`src/rtl/get_reg.sv`:
```
// RISC-V integer register number <-> 4-char ASCII ABI name lookup for trace/dump printing.
// Forward and reverse paths are independent, each with one registered cycle of latency.
module get_reg #(
  parameter int IDX_W    = 6,
  parameter bit FP_ALIAS = 1'b0
) (
  input  logic             clk,
  input  logic             rst,
  input  logic             fwd_valid,
  input  logic [IDX_W-1:0] fwd_idx,
  output logic             fwd_rvalid,
  output logic [31:0]      fwd_name,
  output logic             fwd_err,
  input  logic             rev_valid,
  input  logic [31:0]      rev_name,
  output logic             rev_rvalid,
  output logic [4:0]       rev_idx,
  output logic             rev_hit
);

  localparam logic [31:0] NAME_FP   = 32'h0000_6670;
  localparam logic [31:0] NAME_UNKN = 32'h0000_003F;

  // Canonical table; x8 is always "s0" here, the fp alias is layered on top.
  function automatic logic [31:0] abi_name(input logic [4:0] i);
    logic [31:0] n;
    n = 32'h0;
    case (i) inside
      5'd0:            n = 32'h7A65_726F;
      5'd1:            n = 32'h0000_7261;
      5'd2:            n = 32'h0000_7370;
      5'd3:            n = 32'h0000_6770;
      5'd4:            n = 32'h0000_7470;
      [5'd5:5'd7]:     n = 32'h0000_7430 + 32'(i - 5'd5);
      5'd8:            n = 32'h0000_7330;
      5'd9:            n = 32'h0000_7331;
      [5'd10:5'd17]:   n = 32'h0000_6130 + 32'(i - 5'd10);
      [5'd18:5'd25]:   n = 32'h0000_7332 + 32'(i - 5'd18);
      5'd26:           n = 32'h0073_3130;
      5'd27:           n = 32'h0073_3131;
      [5'd28:5'd31]:   n = 32'h0000_7433 + 32'(i - 5'd28);
      default:         n = 32'h0;
    endcase
    return n;
  endfunction

  // Returns {hit, index}; accepts both "s0" and "fp" for x8 regardless of FP_ALIAS.
  function automatic logic [5:0] abi_index(input logic [31:0] name);
    logic [5:0] r;
    r = 6'd0;
    for (int k = 0; k < 32; k++) begin
      if (name == abi_name(5'(k))) r = {1'b1, 5'(k)};
    end
    if (name == NAME_FP) r = {1'b1, 5'd8};
    return r;
  endfunction

  logic        w_fwd_oob;
  logic [4:0]  w_fwd_sel;
  logic [31:0] w_fwd_name;
  logic [5:0]  w_rev_res;

  assign w_fwd_oob  = |(fwd_idx >> 5);
  assign w_fwd_sel  = fwd_idx[4:0];
  assign w_fwd_name = w_fwd_oob                      ? NAME_UNKN :
                      (FP_ALIAS && w_fwd_sel == 5'd8) ? NAME_FP   :
                      abi_name(w_fwd_sel);
  assign w_rev_res  = abi_index(rev_name);

  logic        r_fwd_rvalid;
  logic [31:0] r_fwd_name;
  logic        r_fwd_err;
  logic        r_rev_rvalid;
  logic [4:0]  r_rev_idx;
  logic        r_rev_hit;

  always_ff @(posedge clk or posedge rst) begin
    if (rst) begin
      r_fwd_rvalid <= 1'b0;
      r_fwd_name   <= 32'h0;
      r_fwd_err    <= 1'b0;
    end else begin
      r_fwd_rvalid <= fwd_valid;
      if (fwd_valid) begin
        r_fwd_name <= w_fwd_name;
        r_fwd_err  <= w_fwd_oob;
      end
    end
  end

  always_ff @(posedge clk or posedge rst) begin
    if (rst) begin
      r_rev_rvalid <= 1'b0;
      r_rev_idx    <= 5'd0;
      r_rev_hit    <= 1'b0;
    end else begin
      r_rev_rvalid <= rev_valid;
      if (rev_valid) begin
        r_rev_idx <= w_rev_res[4:0];
        r_rev_hit <= w_rev_res[5];
      end
    end
  end

  assign fwd_rvalid = r_fwd_rvalid;
  assign fwd_name   = r_fwd_name;
  assign fwd_err    = r_fwd_err;
  assign rev_rvalid = r_rev_rvalid;
  assign rev_idx    = r_rev_idx;
  assign rev_hit    = r_rev_hit;

endmodule

```
`config.mk`:
```
export PLATFORM = sky130hd
export DESIGN_NAME = get_reg
export DESIGN_NICKNAME = d
export VERILOG_FILES = /design/src/rtl/get_reg.sv
export SDC_FILE = /design/constraint.sdc
export NUM_CORES = 1
export LEC_CHECK = 0
export ABC_AREA = 1
export CAP_MARGIN = 15
export CORE_UTILIZATION = 53
export CTS_CLUSTER_SIZE = 30
export DETAILED_ROUTE_END_ITERATION = 8
export PLACE_DENSITY = 0.87
export SYNTH_ARGS = -nofsm -noshare
export SYNTH_HDL_FRONTEND = slang
export SYNTH_SLANG_ARGS = --single-unit
```
`constraint.sdc`:
```
create_clock -name clk -period 1.89 [get_ports clk]
set_input_delay 0.378 -clock clk [delete_from_list [all_inputs] [get_ports clk]]
set_output_delay 0.378 -clock clk [all_outputs]
set_load 0.005 [all_outputs]
```
==> results.yml, run 1 <==
logic_synthesis:
  synth_top_cell_by_area: "dfrtp_1"
  seq_area_frac_synth: 0.206
  synthArstFlopShare: 1.00
  synth_common_cells: "81 x nand2_1, 80 x nor2_1, 62 x inv_1"
  ys_types: 49
  syn_inst: 474
  synthFlopType: "dfrtp_1"
  syn_area_per_cell_sq_um: 6.39
  synth_area_leaders: "dfrtp_1 21%, nand2_1 10%, nor2_1 9.9%"
  yosysMostFrequentCell: "nand2_1"
  yosys_warnings: 0
  syn_area_sq_um: 3030
  synth-seq-cells: 25
  netlist.area_leader.share: 0.206
  synth_edf_count: 0
clock_tree:
  cts_buffers: 3
  cts_root_buf: "clkbuf_8"
  clk_path_buf_depth: 2
  htreeDepth: 1
  clock_sinks: 25
  hold_buffers: 0
sta:
  crit_endpoint: "fwd_name[3]$_DFFE_PP0P_/D"
  worst-ep-kind: "register data pin"
global_routing:
  grt_max_degree: 26
  grt_overflow_total: 11
  grt_util_all_layers: 0.676
outcome:
  stop_stage: "5_1_grt"
  tool.error: "[ERROR GRT-0232] Routing congestion too high. Check the congestion heatmap in the GUI."
  status: "did not finish"
placed_design:
  hpwl_um: 8390
  gp_congestion: 0.934
  io_buffers: 74
floorplan:
  num_rows: 27
  initial_utilization: 0.550
  die-width_um: 77.6
  io_pins: 83
  die_h_um: 77.6
==> cells by family after synthesis <==
group / share of synthesized area
xor gates and xnor gates: 0.0260
adders and majority gates: 0.0826
and+or+nand+nor: 0.376
AOI/OAI and AO/OA: 0.164
buffers and inverters: 0.144
DFF: 0.206
other: 0.00124
==> repair_timing <==
| action | 4_1_cts |
|---|---|
| pin swaps | 44 |
| buffers inserted | 18 |
| resized for setup | 119 |
| cloned | 1 |
| setup endpoints to repair | 21 |
==> metal layers <==
metal	global-route usage	GRT overflow
met3	0.442	0
met2	0.921	5
met4	0.692	6
met5	0.0818	0
met1	0.659	0
==> through the flow <==
stage	worst slack [ps]	hold WS, ps	cells	setup TNS, ps	cell area [sq um]
2_1_floorplan	-15.9	405	481	-29.2	3070
3_5_place_dp	-828	471	715	-13300	4560
3_3_place_gp	-781	463	715	-11810	4560
4_1_cts	-39.4	469	738	-103	4930
==> run 2: changes to the inputs <==
- CORE_UTILIZATION: 53 -> 40
- CTS_CLUSTER_SIZE: 30 -> unset
- PLACE_DENSITY: 0.87 -> unset
- PLACE_DENSITY_LB_ADDON: unset -> 0.15
==> results.yml, run 2 <==
drt:
  first_iter_violations: 184
  wl_per_cell_um: 14.4
  drt-vias-per-instance: 5.09
  dr.pass1.iters: 4
  wirelength_um: 11300
  drc_errors: 0
  num_vias: 4007
  ant_nets: 0
pwr:
  switching_share: 0.355
  power_frac_clock: 0.175
  p_per_area_nw_per_um2: 352
  pwr-share-seq: 0.325
  peakVddDrop_mv: 0.294
  p_leak_nw: 2.57
  switchingPower_mw: 0.653
  p_comb_frac: 0.499
  power_mw: 1.84
  p_int_mw: 1.19
setup_path:
  arrival_ps: 2140
  crit_chain: "buf_8 > clkinvlp_4 > ha_4 > buf_6 > nor2_4 > nor2_4 > nor3_2 > or2_1 > nand3_2 > nand2_2 > o21ai_2 > a21oi_2 > o21bai_1 > nand2_1 > a21oi_2"
  crit_type: "primary input to flop"
  max_stage_delay_ps: 260
  critPathLaunchType: "primary input"
  cp_max_fo: 6
  cp.required_ps: 2060
  cp_slowest_cell: "ha_4"
  critPathCaptureType: "flop"
final_layout:
  fin_util: 0.716
  final_nets: 751
  final_layout_size_suffix_gt1_frac: 0.464
  syn2layout_area_growth_pct: 72.3
  diodes: 0
  fin_area_sq_um: 5220
  largest_reg_flops: 16
  fill_cells: 625
  layout_commonest_cell: "buf_4"
  layout_common_cells: "142 x buf_4, 64 x nand2_1, 60 x nor2_1"
clock_tree:
  clock_sinks: 25
  hold_buffers: 0
  clk_path_buf_depth: 2
  clk_latency_ps: 270
  clk_pin_slew_worst_paths_ps: 90
  cts_root_buf: "clkbuf_8"
  htreeDepth: 1
  cts_tree: "done"
  cts_buffers: 3
logic_synthesis:
  syn_area_sq_um: 3030
  ys_types: 49
  synth_area_leaders: "dfrtp_1 21%, nand2_1 10%, nor2_1 9.9%"
  synthArstFlopShare: 1.00
  synth_common_cells: "81 x nand2_1, 80 x nor2_1, 62 x inv_1"
  seq_area_frac_synth: 0.206
  syn_inst: 474
  yosys_warnings: 0
  synth_top_cell_by_area: "dfrtp_1"
  synth-seq-cells: 25
  syn_area_per_cell_sq_um: 6.39
  synth_edf_count: 0
  yosysMostFrequentCell: "nand2_1"
  netlist.area_leader.share: 0.206
  synthFlopType: "dfrtp_1"
placed_design:
  placedInstanceArea_sq_um: 4650
  io_buffers: 74
  hpwl_um: 8420
  gp_congestion: 0.977
global_routing:
  busiest_layer: "met2"
  grt_util_all_layers: 0.276
  use_met1: 0.333
  grt_overflow_total: 0
  antenna_found_initial: 0
  grt_pass1_vias: 3705
  use_met2: 0.507
  grt_pass1_wl_um: 16900
  grt_use_met3: 0.0406
  grt_max_degree: 26
outcome:
  status: "complete, but fails checks"
  violations: "negative setup slack"
sta:
  hold_violations: 0
  setup_ws_ps: -77.9
  period_share: 1.04
  fin_crit_ps: 1970
  drv_slew: 0
  setup_viol: 6
  hold_ws_ps: 456
  clock_skew_ps: 0
  max_freq_mhz: 508
  rsz0062_at_grt: "true"
floorplan:
  die-width_um: 89.0
  die_h_um: 89.0
  num_rows: 31
  core-area_sq_um: 7290
  initial_utilization: 0.416
  io_pins: 83
  design.die.area_sq_um: 7930
hold_path:
  hold_class: "primary input to asynchronous set/reset pin"
run:
  drv_cap: 0
-- run 2: cell counts after synthesis --
Identical to the previous run, type by type.
-- run 2: logic make-up after synthesis --
group / count (synthesis) / share of synthesized area
AO/OA/AOI/OAI: 78 / 0.164
XOR/XNOR: 9 / 0.0260
adder cells (fa/ha/maj): 20 / 0.0826
buffers and inverters: 95 / 0.144
flip-flops: 25 / 0.206
other: 1 / 0.00124
AND/OR/NAND/NOR: 246 / 0.376
-- run 2: repair_timing --
action                                  CTS  global route
endpoints found under the setup margin   21            20
setup buffers                            24            11
resized for setup                       123           128
pin swaps                                37            48
hold endpoints to repair                  0             0
-- run 2: worst paths after layout --
path	startpoint	to	slack, ps	cells after the start
max	fwd_idx[2]	fwd_name[4]$_DFFE_PP0P_	-80	15
min	rst	fwd_name[12]$_DFFE_PP0P_	460	3
max reg2reg	fwd_name[22]$_DFFE_PP0P_	fwd_name[22]$_DFFE_PP0P_	1110	2
min reg2reg	rev_idx[1]$_DFFE_PP0P_	rev_idx[1]$_DFFE_PP0P_	480	2
max in group asynchronous	rst	rev_idx[3]$_DFFE_PP0P_	1200	3
min in group clk	rev_idx[1]$_DFFE_PP0P_	rev_idx[1]$_DFFE_PP0P_	480	2
-- run 2: per-layer routing --
metal  wire [um]  up-vias
li1            -     1972
met1        4670     1884
met2        5810      123
met3         548       28
met4         292        0
met5           0        -
-- run 2: final cells by class --
type	count	area, sq um	share of cell area
multi-input cells	361	2370	0.453
repair buffers	224	1760	0.338
flip-flops and latches	25	626	0.120
inverters	74	294	0.0563
well taps	99	124	0.0237
clock buffers	3	41.3	0.00791
clock inverters	1	7.51	0.00144
-- run 2: power groups by stage --
stage                     Combinational, mW  Clock [mW]  Sequential, mW
after floorplan                       0.351           0           0.612
after global placement                0.771           0           0.609
after detailed placement              0.784           0           0.610
after CTS                             0.865       0.326           0.599
after global routing                  0.997       0.346           0.606
final                                 0.919       0.323           0.598
-- run 2: worst max-delay path: cells and delay by family --
family / cells / cell delay, ps
adder cells (fa/ha/maj): 1 / 260
AND/OR/NAND/NOR: 7 / 780
AO/OA/AOI/OAI: 4 / 320
buffers and inverters: 3 / 410
-- run 2: through the flow --
| step | std cells | setup TNS (ps) | worst slack (ps) |
|---|---|---|---|
| finish | 787 | -390 | -77.9 |
| global route | 787 | -1590 | -248 |
| CTS | 776 | -67.7 | -41.5 |
| detailed placement | 748 | -12890 | -788 |
| global placement | 748 | -11870 | -732 |
| floorplan | 481 | -29.2 | -15.9 |
(Power assumes the default switching activity.)
